### src/rtl/encoder_defs.sv
// Shared definitions for the request encoder family: FSM state encodings
// and a constant-evaluable clog2 used for parameter checks.
package encoder_defs;

  localparam logic ST_EMPTY = 1'b0;
  localparam logic ST_HOLD  = 1'b1;

  function automatic int clog2(input int value);
    int r;
    r = 0;
    while ((1 << r) < value) r++;
    return r;
  endfunction

endpackage

### src/rtl/rr_priority_pick.sv
// Combinational picker: first set bit of mask, either circularly after ptr
// (round-robin) or lowest index first (fixed priority).
module rr_priority_pick #(
  parameter int N_IN   = 4,
  parameter int CODE_W = 2
) (
  input  logic [N_IN-1:0]   mask,
  input  logic [CODE_W-1:0] ptr,
  input  logic              rr_en,
  output logic [CODE_W-1:0] idx,
  output logic              any
);

  logic [CODE_W-1:0] cand;
  logic              found;

  // N_IN is a power of two, so CODE_W-bit addition wraps the search circularly.
  always_comb begin
    idx   = '0;
    cand  = '0;
    found = 1'b0;
    any   = |mask;
    for (int k = 0; k < N_IN; k++) begin
      cand = rr_en ? CODE_W'(ptr + CODE_W'(k) + CODE_W'(1)) : CODE_W'(k);
      if (!found && mask[cand]) begin
        idx   = cand;
        found = 1'b1;
      end
    end
  end

endmodule

### src/rtl/req_encoder_4to2.sv
// Request encoder: captures request strobes into a pending mask and emits one
// binary index per served request on a valid/ready output.
module req_encoder_4to2
  import encoder_defs::*;
#(
  parameter int N_IN   = 4,
  parameter int CODE_W = 2,
  parameter int RR_EN  = 1
) (
  input  logic              clk,
  input  logic              rst_n,
  input  logic              clear,
  input  logic [N_IN-1:0]   req_in,
  output logic [CODE_W-1:0] code_out,
  output logic              code_valid,
  input  logic              code_ready,
  output logic [N_IN-1:0]   pending_out,
  output logic              overflow,
  output logic              state_dbg
);

  if (CODE_W != clog2(N_IN)) begin : g_bad_code_w
    $error("req_encoder_4to2: CODE_W must equal clog2(N_IN)");
  end

  localparam logic RR_BIT = (RR_EN != 0);
  localparam logic [N_IN-1:0] ONE_HOT0 = {{(N_IN-1){1'b0}}, 1'b1};

  logic              state;
  logic [N_IN-1:0]   pending;
  logic [CODE_W-1:0] ptr;
  logic [CODE_W-1:0] pick;
  logic              any;
  logic              load;
  logic [N_IN-1:0]   loaded_mask;
  logic              ovf_hit;

  rr_priority_pick #(
    .N_IN   (N_IN),
    .CODE_W (CODE_W)
  ) u_pick (
    .mask  (pending),
    .ptr   (ptr),
    .rr_en (RR_BIT),
    .idx   (pick),
    .any   (any)
  );

  // Handshake: code_out is a transfer when code_valid && code_ready on a
  // rising edge; while code_valid is high and code_ready low, code_out holds.
  assign load        = ((state == ST_EMPTY) || code_ready) && any;
  assign loaded_mask = load ? (ONE_HOT0 << pick) : '0;
  // A bit being loaded this edge may be re-requested without counting as lost.
  assign ovf_hit     = |(req_in & pending & ~loaded_mask);

  always_ff @(posedge clk or negedge rst_n) begin
    if (!rst_n) begin
      state    <= ST_EMPTY;
      pending  <= '0;
      code_out <= '0;
      ptr      <= '1;
      overflow <= 1'b0;
    end else if (clear) begin
      state    <= ST_EMPTY;
      pending  <= '0;
      code_out <= '0;
      ptr      <= '1;
      overflow <= 1'b0;
    end else begin
      pending <= (pending & ~loaded_mask) | req_in;
      if (ovf_hit) overflow <= 1'b1;
      if (load) begin
        code_out <= pick;
        state    <= ST_HOLD;
        ptr      <= pick;
      end else if ((state == ST_HOLD) && code_ready) begin
        state <= ST_EMPTY;
      end
    end
  end

  assign code_valid  = (state == ST_HOLD);
  assign pending_out = pending;
  assign state_dbg   = state;

endmodule

### config.mk
export PLATFORM = sky130hd
export DESIGN_NAME = req_encoder_4to2
export DESIGN_NICKNAME = d
export VERILOG_FILES = /design/src/rtl/encoder_defs.sv /design/src/rtl/rr_priority_pick.sv /design/src/rtl/req_encoder_4to2.sv
export SDC_FILE = /design/constraint.sdc
export NUM_CORES = 1
export LEC_CHECK = 0
export ABC_AREA = 1
export ABC_CLOCK_PERIOD_IN_PS = 1590
export CELL_PAD_IN_SITES_DETAIL_PLACEMENT = 0
export CELL_PAD_IN_SITES_GLOBAL_PLACEMENT = 1
export CORE_MARGIN = 2
export CORE_UTILIZATION = 37
export DETAILED_ROUTE_END_ITERATION = 10
export DONT_BUFFER_PORTS = 1
export MAX_ROUTING_LAYER = met4
export PLACE_DENSITY = 0.68
export SYNTH_ARGS = -nofsm -noshare
export SYNTH_HDL_FRONTEND = slang
export SYNTH_SLANG_ARGS = --single-unit
export TNS_END_PERCENT = 1
### constraint.sdc
create_clock -name clk -period 1.59 [get_ports clk]
set_clock_uncertainty 0.05 [all_clocks]
set_input_delay 0.318 -clock clk [delete_from_list [all_inputs] [get_ports clk]]
set_output_delay 0.318 -clock clk [all_outputs]
set_load 0.02 [all_outputs]
==> flow_summary.toml, run 1 <==
[timing]
rsz0062_at_grt = "yes"
fin_crit_ps = 2020
worst_slew_pin_slew_ps = 471
min_period_over_period_pct = 127
relSlewSlack_pct = 68.5
slew_viol_final = 0
worst_slack_ps = -433
setup_viol = 10
hold_viol = 0
timing.fmax_ghz = 0.494

[yosys]
synthArstFlopShare_pct = 100
synth_warnings = 0
synth_edf_count = 0
netlist_area_um2 = 848
yosysMostFrequentCell = "nand2_1"
ys.flop_type = "dfrtp_1"
yosysSeqAreaShare_pct = 29.8
synth_top_area_share_pct = 23.6
syn-num-nets = 145
synth_seq_cells = 10
ys_types = 20
syn-instance-count = 137
synth_common_cells = "nand2_1, inv_1, nand2_2, nor2_1, nand3_1"
avgSynthCellArea_um2 = 6.19
synthTopCellsByArea = "dfrtp_1, nand2_1, nand2_2"
synth_top_area_cell = "dfrtp_1"

[clock_network]
clk_path_buf_depth = 2
cts_tree = "yes"
clock-sinks = 10
numCtsBuffers = 3
clkTransAtPathRegs_ps = 70
worstSkewPairLatency_ps = 260
cts.htree.levels = 1
cts-root-buf = "clkbuf_4"

[placement]
dp_hpwl_mm = 1.61
gp_congestion = 0.830
pre_cts_slack_ps = -321
port_buffers = 0
place_area_um2 = 983

[critical_path]
critPathMaxFanout = 7
regToRegEndpoint = "overflow"
critPathRequiredTime_ps = 1700
cp.arrival_ps = 2130
reg2reg_slack_ps = -430
r2r-start = "ptr[0]"
critPathCapture = "overflow"
crit_path_start = "ptr[0]"
critPathCaptureType = "flop"
rr_worst_depth = 15
criticalPathCategory = "reg2reg"
worstSetupStartpointType = "flop"

[floorplan]
initial_core_util_pct = 38.7
std_cell_rows = 17
core_um2 = 2190
top_level_ports = 17
die_w_um = 51.9
die_h_um = 51.9
dieArea_um2 = 2690

[job]
maxCapViolCount = 0

[finish]
area_growth_pct = 45.3
antenna_cells = 0
drive_above_1_share_pct = 51.2
fillers = 198
finalInstanceArea_um2 = 1230
final_core_util_pct = 56.3
finish.net_count = 171
ff_latch_area_um2 = 253
multi_input_area_um2 = 626

[drt]
via_count = 928
firstDrtPassIters = 4
avgViaCountPerCell = 4.88
wl_mm = 2.20
wire_per_inst_um = 11.6
final_antenna_net_count = 0
drc = 0
drt_iter0_markers = 14

[grt]
grt_remaining_overflow = 0
use_met1_pct = 21.2
grt_pass1_vias = 808
grt_max_degree = 12
gr-usage-met3_pct = 1.15
grt_pass1_wl_mm = 3.37
grt_usage_pct = 17.4
globalRouteMet2Util_pct = 28.7
top_usage_layer = "met2"
antenna_found_initial = 0

[hold_path]
hp-class = "in2reg"

[pwr]
powerDensity_nw_per_um2 = 2100
p_leak_nw = 0.659
vdd_drop_max_mv = 1.19

[status]
outcome = "finished, violations left"
violations = "setup timing"
[metrics by stage]
step	hold WS, ps	power [mW]	setup TNS, ps	cells
floorplan	-27.6	1.37	-391	137
global placement	-27.4	1.75	-1690	179
detailed placement	-27.4	1.76	-1790	179
CTS	47.5	2.03	-2030	185
global route	45.2	2.78	-4320	190
finish	56.4	2.58	-3050	190
[kinds of logic after synthesis]
kind of cell / Yosys count / share of synthesized area (%)
flops: 10 / 29.8
compound gates: 14 / 9.59
simple gates: 89 / 46.9
buf+inv: 24 / 13.7
[where the power goes]
part | internal, mW | total [mW] | switching [mW]
registers | 0.339 | 0.465 | 0.127
clock network | 0.139 | 0.229 | 0.0897
logic | 0.820 | 1.89 | 1.07
total | 1.30 | 2.58 | 1.29
[worst min-delay path by stage]
stage               start  slack, ps  depth (start not counted)        endpoint
floorplan           rst_n        -30                          0     code_out[0]
global placement    rst_n        -30                          0      code_valid
detailed placement  rst_n        -30                          0      code_valid
CTS                 clear         50                          1  pending_out[2]
global route        clear         50                          1  pending_out[2]
finish              clear         60                          1        overflow
[worst max-delay path: stages (launching register included)]
cell      delay, ps
dfstp_2         640
clkinv_4        140
nand2_2         110
nand2_2          70
nand2_2          70
nand2_2          60
nor2_2          100
nand2_1          60
nand2_2          70
nand2_4          90
nor2_4          130
nand2_2          70
nand2_2          60
nand3_2          60
nor2_2           90
nor2_1           40
[cells in the final DEF (no fill, tap or decap), drive strengths merged, types with 2 or more instances in the layout]
cell	Yosys	final
a21oi	8	8
buf	5	24
clkbuf	0	4
dfrtp	8	8
dfstp	2	2
inv	19	19
nand2	66	66
nand3	9	9
nand4	2	2
nor2	12	12
o21ai	4	4
[repair_timing]
action / 4_1_cts / 5_1_grt
hold buffers: 1 / 0
endpoints found under the hold margin: 10 / 0
resized for setup: 0 / 47
cloned: 0 / 1
setup endpoints to repair: 9 / 10
pin swaps: 3 / 22
setup buffers: 1 / 4
[layer usage]
metal  routed length, um  part of all wire [%]
met5                   0                     0
met4                  33                   1.5
met3                  71                   3.2
met2                1140                    52
met1                 962                    44
[registers in the layout, summed over array words and instances, names as in the netlist]
register     count
code_valid       1
ptr              2
overflow         1
pending_out      4
code_out         2
[area by class of cell]
type / count / share of cell area (%)
multi-input cells: 103 / 50.8
flip-flops and latches: 10 / 20.5
repair buffers: 25 / 16.0
inverters: 19 / 6.40
clock buffers: 4 / 2.94
well taps: 28 / 2.84
repair inverters: 1 / 0.508
(Power assumes the default switching activity.)
==> run 2, diff against run 1 <==
--- a/config.mk
+++ b/config.mk
@@ -14,7 +14,7 @@
 export DETAILED_ROUTE_END_ITERATION = 10
 export DONT_BUFFER_PORTS = 1
 export MAX_ROUTING_LAYER = met4
-export PLACE_DENSITY = 0.68
+export PLACE_DENSITY = 0.78
 export SYNTH_ARGS = -nofsm -noshare
 export SYNTH_HDL_FRONTEND = slang
 export SYNTH_SLANG_ARGS = --single-unit
==> run 2 against run 1 <==
  * The run still ends with setup timing left
  * Fmax increased by 4.1%
  * Setup slack improved by 80 ps
  * Critical endpoint unchanged
  * Via count decreased by 4.3%
  * Clock-buffer cell count unchanged
  * Non-clock buffer count decreased by 4
  * Final cell count decreased by 2.6%
  * Sequential power decreased by 1%
  * Wire length decreased by 6.9%
  * Highest routed layer unchanged
  * Sequential share of layout area increased by 2.6 points
  * Largest cell class unchanged
  * Core utilization decreased by 6.4 points
  * First-iteration DRC count increased by 21%
  * Total power decreased by 18%
==> flow_summary.toml, run 2 (synthesized netlist as in run 1, its figures left out) <==
[pwr]
p_leak_nw = 0.591
powerDensity_nw_per_um2 = 1940
vdd_drop_max_mv = 0.774

[drt]
final_antenna_net_count = 0
wl_met2_mm = 1.08
avgViaCountPerCell = 4.80
wl_mm = 2.05
drc = 0
drt-met1-wl_um = 906
routed-wl-met3_um = 41
firstDrtPassIters = 4
wire_per_inst_um = 11.1
drt_iter0_markers = 17
via_count = 888
top_layer_used = "met4"

[critical_path]
cp.arrival_ps = 2050
critPathSlowestCell = "dfstp_2"
critPathCaptureType = "flop"
criticalPathCategory = "reg2reg"
critPathMaxFanout = 11
crit_cells = 15
worstSetupStartpointType = "flop"
crit_family = "simple AND/OR/NAND/NOR gates"
cp_num_buf_inv = 1
critPathMaxStageDelay_ps = 620
cp_cell_sequence = "inv_6 > nand2_1 > nand2_2 > nand2_2 > nand2_1 > nor2_1 > nand2_1 > nand2_2 > nand2_4 > nor2_4 > nand2_2 > nand2_1 > nand3_1 > nor2_1 > nor2_1"
critPathRequiredTime_ps = 1700
rr_worst_depth = 15

[finish]
area_growth_pct = 28.8
final_cell_mix = "nand2_1, nand2_2, buf_4"
largest_reg_flops = 4
finish.net_count = 166
finalInstanceArea_um2 = 1090
antenna_cells = 0
fillers = 230
mostFrequentLayoutCell = "nand2_1"
drive_above_1_share_pct = 36.3

[timing]
fin_crit_ps = 1940
worst_slew_pin_slew_ps = 477
setup_viol = 9
timing.fmax_ghz = 0.515
hold_viol = 0
slew_viol_final = 0
relSlewSlack_pct = 68.1
min_period_over_period_pct = 122
worst_slack_ps = -353
rsz0062_at_grt = "yes"

[clock_network]
cts.htree.levels = 1
clk_path_buf_depth = 2
numCtsBuffers = 3
worstSkewPairLatency_ps = 260
cts_tree = "yes"
clkTransAtPathRegs_ps = 70
clock-sinks = 10
cts-root-buf = "clkbuf_4"

[floorplan]
core_um2 = 2190
dieArea_um2 = 2690
top_level_ports = 17
die_h_um = 51.9
initial_core_util_pct = 38.7
die_w_um = 51.9
std_cell_rows = 17

[job]
maxCapViolCount = 0

[placement]
gp_congestion = 0.867
place_area_um2 = 991
port_buffers = 0
dp_hpwl_mm = 1.65
pre_cts_slack_ps = -366

[status]
violations = "setup timing"
outcome = "finished, violations left"

[hold_path]
hp-class = "in2reg"
holdPathStages = 1

[grt]
grt_remaining_overflow = 0
grt_usage_pct = 17.7
grt_pass1_wl_mm = 3.53
grt_pass1_vias = 881
grt_max_degree = 12
antenna_found_initial = 0
## run 2: cell types whose count changed in the layout (fill, tap and decap cells not counted), moves of 4 or more
| cell | delta |
|---|---|
| nand3_1 | +5 |
| nand2_4 | -5 |
| nand2_1 | +8 |
| buf_4 | -4 |
| nand3_2 | -4 |
## run 2: metrics by stage
stage               hold WS [ps]  setup TNS (ps)  cells  power (mW)  utilization (%)
finish                      59.0           -1650    185        2.12             49.9
global route                53.0           -2750    185        2.31             49.9
CTS                         52.5           -1460    185        1.95             47.1
detailed placement         -27.5           -1480    180        1.74             45.2
global placement           -27.4           -1220    180        1.72             45.2
floorplan                  -27.6            -391    137        1.37                -
## run 2: power breakdown
group          leakage, nW  internal (mW)  switching (mW)  total (mW)
Clock               0.0150         0.0968          0.0865       0.183
Sequential           0.123          0.338           0.121       0.459
Combinational        0.453          0.597           0.879        1.48
Total                0.591           1.03            1.09        2.12
## run 2: layer usage
metal | vias up | GRT usage (%)
met3 | 4 | 0.862
met1 | 410 | 20.3
met4 | 0 | 7.46
met5 | - | -
met2 | 13 | 31.9
li1 | 461 | -
## run 2: final cells by class
type | count | area (um^2) | area share (%)
multi-input combinational | 103 | 532 | 48.7
inverter | 19 | 78.8 | 7.22
timing repair buffer | 21 | 168 | 15.3
tap | 28 | 35.0 | 3.21
clock buffer | 4 | 26.3 | 2.41
sequential | 10 | 253 | 23.1
## run 2: path summary, 6_finish.rpt
path | startpoint | slack (ps) | end
worst max-delay path | ptr[0] | -350 | overflow
worst min-delay path | clear | 60 | pending_out[3]
worst max register to register | ptr[0] | -350 | overflow
worst min register to register | code_out[0] | 590 | code_out[0]
max in group asynchronous | rst_n | 740 | ptr[0]
min in group asynchronous | rst_n | 400 | pending_out[3]
## run 2: what timing repair did
action                                 4_1_cts  5_1_grt
hold buffers                                 1        0
gates resized for setup                      3       19
pin swaps                                    0        6
setup endpoints to repair                    9       10
setup buffers                                0        0
endpoints found under the hold margin       10        0
==> run 3, diff against run 2 <==
--- a/config.mk
+++ b/config.mk
@@ -13,7 +13,6 @@
 export CORE_UTILIZATION = 37
 export DETAILED_ROUTE_END_ITERATION = 10
 export DONT_BUFFER_PORTS = 1
-export MAX_ROUTING_LAYER = met4
 export PLACE_DENSITY = 0.78
 export SYNTH_ARGS = -nofsm -noshare
 export SYNTH_HDL_FRONTEND = slang
==> run 3 against run 2 <==
  * The run still ends with setup timing left
  * Worst hold slack barely moved
  * Via count rose by 0.79%
  * Critical path depth did not move
==> flow_summary.toml, run 3 (synthesized netlist as in run 1, its figures left out) <==
[pwr]
comb_power_share_pct = 69.7
p_leak_nw = 0.591
fin_total_pwr_mw = 2.12
pwr-share-clk_pct = 8.7
switchingPower_mw = 1.09
switching_share_pct = 51.3
p_seq_share_pct = 21.7
powerDensity_nw_per_um2 = 1940
vdd_drop_max_mv = 0.774
p_int_mw = 1.03

[timing]
hold_viol = 0
min_period_over_period_pct = 122
setup_tns_ps = -1650
fin_crit_ps = 1940
relSlewSlack_pct = 68.2
setup_viol = 9
timing.fmax_ghz = 0.515
worst_slew_pin_slew_ps = 476
worst_slack_ps = -353
rsz0062_at_grt = "yes"
slew_viol_final = 0

[placement]
gp_congestion = 0.854
dp_hpwl_mm = 1.65
dp_cells = 180
port_buffers = 0
place_area_um2 = 991

[finish]
finalInstanceArea_um2 = 1090
multi_input_area_um2 = 532
fillers = 230
largest_reg_flops = 4
ff_latch_area_um2 = 253
finish.net_count = 166
drive_above_1_share_pct = 36.3
mostFrequentLayoutCell = "nand2_1"
fin_cells = 185
area_growth_pct = 28.8
final_cell_mix = "nand2_1, nand2_2, buf_4"
antenna_cells = 0

[critical_path]
r2r-start = "ptr[0]"
critPathCaptureType = "flop"
critPathMaxStageDelay_ps = 620
rr_worst_depth = 15
regToRegEndpoint = "overflow"
reg2reg_slack_ps = -350
critPathSlowestCell = "dfstp_2"
criticalPathCategory = "reg2reg"
cp_cell_sequence = "inv_6 > nand2_1 > nand2_2 > nand2_2 > nand2_1 > nor2_1 > nand2_1 > nand2_2 > nand2_4 > nor2_4 > nand2_2 > nand2_1 > nand3_1 > nor2_1 > nor2_1"
cp.arrival_ps = 2050
critPathMaxFanout = 11
critPathRequiredTime_ps = 1700
worstSetupStartpointType = "flop"

[drt]
drt_iter0_markers = 15
firstDrtPassIters = 4
via_count = 895
drc = 0
wire_per_inst_um = 11.1
final_antenna_net_count = 0
avgViaCountPerCell = 4.84
wl_mm = 2.05

[hold_path]
hp-class = "in2reg"
holdPathStages = 1
min_to = "pending_out[3]"
timing.hold.worst.start = "clear"

[clock_network]
cts.htree.levels = 1
clkTransAtPathRegs_ps = 70
numCtsBuffers = 3
worstSkewPairLatency_ps = 260
cts_tree = "yes"
cts-root-buf = "clkbuf_4"
clock-sinks = 10
clk_path_buf_depth = 2
cts_setup_buffers = 0

[job]
maxCapViolCount = 0

[grt]
grt_remaining_overflow = 0
grt_pass1_vias = 883
grt_usage_pct = 17.2
grt_pass1_wl_mm = 3.53
grt_max_degree = 12
antenna_found_initial = 0

[status]
outcome = "finished, violations left"
violations = "setup timing"

[floorplan]
die_w_um = 51.9
top_level_ports = 17
initial_core_util_pct = 38.7
core_um2 = 2190
std_cell_rows = 17
dieArea_um2 = 2690
die_h_um = 51.9
-- run 3: cell counts in the layout (fill, tap and decap cells not counted) --
Identical to the previous run, type by type.
-- run 3: layout make-up --
cell class | count | area share, %
Inverter | 19 | 7.22
Timing Repair Buffer | 21 | 15.3
Clock buffer | 4 | 2.41
Sequential cell | 10 | 23.1
Tap cell | 28 | 3.21
Multi-Input combinational cell | 103 | 48.7
-- run 3: worst max-delay path by stage --
stage	from	to	slack, ps	depth (start not counted)
after floorplan	ptr[1]	overflow	-140	16
after global placement	ptr[0]	overflow	-310	15
after detailed placement	ptr[0]	overflow	-370	15
after CTS	ptr[0]	overflow	-350	14
after global routing	ptr[0]	overflow	-500	15
final	ptr[0]	overflow	-350	15
-- run 3: per-stage QoR --
| step | worst slack (ps) | util, % | hold slack [ps] |
|---|---|---|---|
| 2_1_floorplan | -140 | - | -27.6 |
| 3_3_place_gp | -308 | 45.2 | -27.4 |
| 3_5_place_dp | -366 | 45.2 | -27.5 |
| 4_1_cts | -346 | 47.1 | 52.5 |
| 5_1_grt | -503 | 49.9 | 53.0 |
| 6_report | -353 | 49.9 | 59.0 |
-- run 3: layer usage --
layer	track usage (%)	part of all wire, %	up-vias	wire (um)
li1	-	-	461	-
met1	20.3	43	413	890
met2	31.9	53	17	1090
met3	0.862	2.6	4	54
met4	7.46	0.93	0	19
met5	0	0	-	0
-- run 3: power by group through the flow --
stage / Clock, mW / Combinational (mW) / Sequential [mW]
final: 0.183 / 1.48 / 0.459
after floorplan: 0 / 0.924 / 0.447
after global routing: 0.199 / 1.64 / 0.471
after global placement: 0 / 1.27 / 0.450
after CTS: 0.190 / 1.30 / 0.450
after detailed placement: 0 / 1.29 / 0.449
-- run 3: critical path, delay by kind of cell, from the launching register on --
family        cells  cell delay (ps)
buf+inv           1               80
flops             1              620
simple gates     14             1080
-- run 3: what timing repair did --
action,4_1_cts,5_1_grt
resized for setup,3,19
hold buffers,1,0
pin swaps,0,6
endpoints found under the hold margin,10,0
setup endpoints to repair,9,10
